--- config.mk ---
export PLATFORM = sky130hd
export DESIGN_NAME = pc_sequencer
export DESIGN_NICKNAME = d
export VERILOG_FILES = /design/src/rtl/pc_seq_pkg.sv /design/src/rtl/pc_sequencer_sat_counter.sv /design/src/rtl/pc_sequencer.sv
export SDC_FILE = /design/constraint.sdc
export NUM_CORES = 1
export LEC_CHECK = 0
export ABC_AREA = 1
export BUFFER_PORTS_ARGS = -buffer_cell sky130_fd_sc_hd__buf_2
export CAP_MARGIN = 20
export CORE_MARGIN = 2
export CORE_UTILIZATION = 57
export CTS_BUF_LIST = sky130_fd_sc_hd__clkbuf_4
export DETAILED_ROUTE_END_ITERATION = 7
export PLACE_DENSITY = 0.82
export SYNTH_ARGS = -nofsm -noshare
export SYNTH_HDL_FRONTEND = slang
export SYNTH_SLANG_ARGS = --single-unit
--- constraint.sdc ---
create_clock -name clk -period 1.82 [get_ports clk]
set_input_delay 0.091 -clock clk [delete_from_list [all_inputs] [get_ports clk]]
set_output_delay 0.091 -clock clk [all_outputs]
set_load 0.02 [all_outputs]
--- src/rtl/pc_seq_pkg.sv ---
// Shared types and widths for the program-counter sequencer.
// The latched decode payload is sized by PC_W, so the top's D must match it.
package pc_seq_pkg;

    localparam int unsigned PC_W  = 12;
    localparam int unsigned CNT_W = 16;
    localparam int unsigned LAT_W = 3;

    localparam logic [CNT_W-1:0] CNT_MAX = '1;

    typedef enum logic [2:0] {
        S_IDLE    = 3'd0,
        S_FETCH   = 3'd1,
        S_EXEC    = 3'd2,
        S_MEMWAIT = 3'd3,
        S_COMMIT  = 3'd4,
        S_HALT    = 3'd5
    } pc_seq_state_t;

    typedef struct packed {
        logic            taken;
        logic            mem;
        logic [PC_W-1:0] target;
    } dec_latch_t;

endpackage

--- src/rtl/pc_sequencer_sat_counter.sv ---
// Saturating up-counter with synchronous clear and async active-low reset.
module sat_counter #(
    parameter int unsigned W = 16
) (
    input  logic         clk,
    input  logic         reset,
    input  logic         inc,
    input  logic         clr,
    output logic [W-1:0] q
);

    localparam logic [W-1:0] MAX = {W{1'b1}};

    always_ff @(posedge clk or negedge reset) begin
        if (!reset) begin
            q <= '0;
        end else if (clr) begin
            q <= '0;
        end else if (inc && (q != MAX)) begin
            q <= q + W'(1);
        end
    end

endmodule

--- src/rtl/pc_sequencer.sv ---
// Multi-cycle control FSM: holds each instruction for its execute/memory
// latency, then issues one commit pulse carrying PC advance and jump target.
module pc_sequencer
    import pc_seq_pkg::*;
#(
    parameter int unsigned D  = PC_W,
    parameter int unsigned CW = CNT_W,
    parameter int unsigned LW = LAT_W
) (
    input  logic          clk,
    input  logic          reset,
    input  logic          start,
    input  logic          dec_halt,
    input  logic          dec_jump,
    input  logic          dec_branch,
    input  logic          dec_mem,
    input  logic [LW-1:0] dec_lat,
    input  logic [D-1:0]  br_target,
    input  logic          flag_zero,
    input  logic          mem_done,
    output logic          next_flag,
    output logic          absjump_en,
    output logic [D-1:0]  target,
    output logic          reg_we,
    output logic          mem_req,
    output logic          busy,
    output logic          done,
    output logic [CW-1:0] cycle_count,
    output logic [CW-1:0] instr_count
);

    pc_seq_state_t state;
    dec_latch_t    lat_q;
    dec_latch_t    fetch_lat;
    dec_latch_t    commit_src;
    logic [LW-1:0] lat_cnt;

    assign fetch_lat.taken  = dec_jump | (dec_branch & flag_zero);
    assign fetch_lat.mem    = dec_mem;
    assign fetch_lat.target = PC_W'(br_target);

    // A zero-latency instruction commits straight out of FETCH, before lat_q is loaded.
    assign commit_src = (state == S_FETCH) ? fetch_lat : lat_q;

    // Outputs are registered decodes of the state being entered.
    always_ff @(posedge clk or negedge reset) begin
        if (!reset) begin
            state      <= S_IDLE;
            lat_q      <= '0;
            lat_cnt    <= '0;
            next_flag  <= 1'b0;
            reg_we     <= 1'b0;
            absjump_en <= 1'b0;
            target     <= '0;
            mem_req    <= 1'b0;
            busy       <= 1'b0;
            done       <= 1'b0;
        end else begin
            next_flag  <= 1'b0;
            reg_we     <= 1'b0;
            absjump_en <= 1'b0;
            target     <= '0;
            case (state)
                S_IDLE: begin
                    if (start) begin
                        state <= S_FETCH;
                        busy  <= 1'b1;
                    end
                end
                S_FETCH: begin
                    lat_q   <= fetch_lat;
                    lat_cnt <= dec_lat;
                    if (dec_halt) begin
                        state <= S_HALT;
                        busy  <= 1'b0;
                        done  <= 1'b1;
                    end else if (dec_lat != '0) begin
                        state <= S_EXEC;
                    end else if (dec_mem) begin
                        state   <= S_MEMWAIT;
                        mem_req <= 1'b1;
                    end else begin
                        state      <= S_COMMIT;
                        next_flag  <= 1'b1;
                        reg_we     <= 1'b1;
                        absjump_en <= commit_src.taken;
                        target     <= commit_src.taken ? D'(commit_src.target) : '0;
                    end
                end
                S_EXEC: begin
                    lat_cnt <= lat_cnt - LW'(1);
                    if (lat_cnt == LW'(1)) begin
                        if (lat_q.mem) begin
                            state   <= S_MEMWAIT;
                            mem_req <= 1'b1;
                        end else begin
                            state      <= S_COMMIT;
                            next_flag  <= 1'b1;
                            reg_we     <= 1'b1;
                            absjump_en <= commit_src.taken;
                            target     <= commit_src.taken ? D'(commit_src.target) : '0;
                        end
                    end
                end
                S_MEMWAIT: begin
                    if (mem_done) begin
                        state      <= S_COMMIT;
                        mem_req    <= 1'b0;
                        next_flag  <= 1'b1;
                        reg_we     <= 1'b1;
                        absjump_en <= commit_src.taken;
                        target     <= commit_src.taken ? D'(commit_src.target) : '0;
                    end
                end
                S_COMMIT: begin
                    state <= S_FETCH;
                end
                S_HALT: begin
                    state <= S_HALT;
                end
                default: begin
                    state <= S_IDLE;
                    busy  <= 1'b0;
                end
            endcase
        end
    end

    sat_counter #(.W(CW)) u_cycle_cnt (
        .clk   (clk),
        .reset (reset),
        .inc   (busy),
        .clr   (1'b0),
        .q     (cycle_count)
    );

    sat_counter #(.W(CW)) u_instr_cnt (
        .clk   (clk),
        .reset (reset),
        .inc   (next_flag),
        .clr   (1'b0),
        .q     (instr_count)
    );

endmodule

==> impl_metrics.ini <==
[floorplanning]
row_count = 29
die-area_um2 = 7200
io_pins = 74
die-height_um = 84.8
start_util = 0.587
coreArea_um2 = 6350
die_x_um = 84.8

[placement]
place_hpwl_mm = 5.36
dp.cells = 630
placed_area_um2 = 4140
post-place-ws_ps = 47.2
place.gp.congestion = 0.886
port_buffers = 73

[synthesis]
post_synth.cell_area_avg_um2 = 7.70
synth_cell_types = 33
yosys-top-cells-area = dfrtp_1 46%, nand2_1 16%, inv_1 6.8%, nor2_1 5.2%, nand3_1 3.8%
synth_top_area_share = 0.464
yosys_warnings = 0
synth.largest_area_cell = dfrtp_1
syn_area_um2 = 3720
seq_area_frac_synth = 0.464
ys_ff_latch = 69
syn-num-nets = 514
netlist_instances = 484

[power]
power_switching_mw = 2.08
switching_share = 0.414
ir_worst_vdd_uv = 704
power.share.clock = 0.203
cellLeakagePower_nw = 2.32
p_seq_frac = 0.426
power.density_nw_per_um2 = 1120
power_frac_comb = 0.371
intPower_mw = 2.94

[timing]
relSlewSlack = 0.676
hold_viol = 0
period_share = 0.910
fin_ws_ps = 163
fmax_mhz = 604
finalMaxSlewViolations = 0
setup_viol = 0
fin_hold_ws_ps = 21.7
worst_slew_pin_slew_ps = 486
clock-skew-final_ps = 16.9
fin_crit_ps = 1660

[detailed_routing]
wl_per_cell_um = 11.8
vias = 3340
routed_via_density = 5.05
initialDrtViolationCount = 153
wl_met1_mm = 3.57
antenna_left = 0
routed.top_layer = met4
dr.pass1.iters = 4
routed_wl_mm = 7.80
met2WireLength_mm = 3.73
route.detailed.drc = 0
wl_met3_um = 396

[cells_and_area]
area_growth_pct = 19.9
layout_commonest_cell = nand2_1
n_antenna_cell = 0
final_cell_mix = 154 x nand2_1, 73 x buf_2, 69 x dfrtp_1
finalNonFillerCells = 662
utilization = 0.703
drive_gt1_frac = 0.214
design_area_um2 = 4470
nets = 610

[global_routing]
grt_max_degree = 70
grtUsageTotal = 0.231
grt_pass1_wl_mm = 13.5
antenna_found_initial = 0
overflow = 0
grt_pass1_vias = 3192

[cts]
cts_tree = built
clock_path_buffers = 2
clk_latency_ps = 420
root_buffer = clkbuf_4
cts_buffers = 9
htree_levels = 3
clk_pin_slew_worst_paths_ps = 120
cts_sinks = 69

[job]
maxCapViolCount = 0

[critical_path]
cp-start-kind = flip-flop
worstPathRequired_ps = 2160
arrival_ps = 2000
end_kind = flip-flop
critical_path.reg2reg.startpoint = u_instr_cnt.q[0]
crit_start = u_instr_cnt.q[0]
crit_type = flip-flop to flip-flop
cp_max_fo = 17

[min_path]
min_path_type = input pin to flip-flop
worstHoldStart = mem_done

[run_status]
outcome = complete, no violations
registers in the layout, summed over array words and instances, names as in the netlist:
| name | count |
|---|---|
| state | 3 |
| lat_q | 14 |
| target | 12 |
| mem_req | 1 |
| absjump_en | 1 |
| reg_we | 1 |
| busy | 1 |
| lat_cnt | 3 |
| done | 1 |
| u_instr_cnt.q | 16 |
| u_cycle_cnt.q | 16 |
worst paths after layout:
check	to	cells after the start	slack (ps)
setup / recovery	u_instr_cnt.q[3]	8	160
hold / removal	state[0]	4	20
setup reg to reg	u_instr_cnt.q[3]	8	160
hold reg to reg	mem_req	2	480
max in group asynchronous	lat_q[1]	3	1300
min in group asynchronous	u_cycle_cnt.q[9]	3	170
metrics by stage:
stage               power (mW)  TNS, ps
detailed placement        3.98        0
global placement          3.90        0
floorplan                 3.63        0
finish                    5.02        0
global route              5.43   -0.160
CTS                       5.02        0
kinds of logic after synthesis:
logic type,after synthesis,synth area share
AO/OA/AOI/OAI,45,0.0712
adder cells (fa/ha/maj),6,0.0202
buffers and inverters,81,0.102
AND/OR/NAND/NOR,269,0.310
flip-flops,69,0.464
XOR/XNOR,14,0.0329
repair_timing:
action | in CTS | in global routing
endpoints found under the hold margin | 90 | 0
setup buffers | 0 | 1
setup endpoints to repair | 0 | 13
hold buffers | 15 | 0
gates resized for setup | 0 | 2
critical path, cell delays in order, from the launching register on:
cell and delay (ps):
dfrtp_1 480, ha_1 250, nand2_1 70, nor2_1 120, nand2_2 120, nor2_2 170
nor2_4 60, buf_12 150, o21ai_0 160
area by class of cell:
type / count / area [µm²]
fillers: 509 / 1880
repair buffers: 97 / 608
clock buffers: 9 / 67.6
clock inverters: 7 / 75.1
well taps: 77 / 96.3
flip-flops and latches: 69 / 1730
inverters: 69 / 267
multi-input cells: 334 / 1630
synth_stat cells:
| cell | count |
|---|---|
| nand2_1 | 154 |
| dfrtp_1 | 69 |
| inv_1 | 67 |
| nor2_1 | 52 |
| nand3_1 | 28 |
| o21ai_0 | 15 |
| o21ai_1 | 15 |
| nor2_2 | 12 |
| nand4_1 | 11 |
| xnor2_1 | 11 |
| buf_4 | 6 |
| ha_1 | 6 |
| a21oi_1 | 5 |
| buf_6 | 4 |
| nand2_2 | 4 |
| o21ai_2 | 4 |
| xor2_1 | 3 |
| nand3b_1 | 2 |
| o211ai_1 | 2 |
| a21oi_4 | 1 |
| a22oi_1 | 1 |
| and2_1 | 1 |
| buf_12 | 1 |
| buf_2 | 1 |
| inv_4 | 1 |
| inv_6 | 1 |
| nand3_2 | 1 |
| nand3_4 | 1 |
| nor2_4 | 1 |
| nor3_1 | 1 |
| o21bai_1 | 1 |
| o221ai_1 | 1 |
| or2_1 | 1 |
power groups by stage:
stage          combinational (mW)  clock (mW)  sequential, mW
5_1_grt                      2.14        1.11            2.18
3_3_place_gp                 1.75           0            2.15
2_1_floorplan                1.40           0            2.23
3_5_place_dp                 1.81           0            2.16
4_1_cts                      1.84        1.04            2.13
6_report                     1.87        1.02            2.14
per-layer routing:
metal | GRT usage | vias up
met4 | 0.0808 | 0
met2 | 0.384 | 94
met1 | 0.303 | 1542
li1 | - | 1696
met5 | 0 | -
met3 | 0.0486 | 8
No activity file was read; power rests on OpenSTA's default activity.
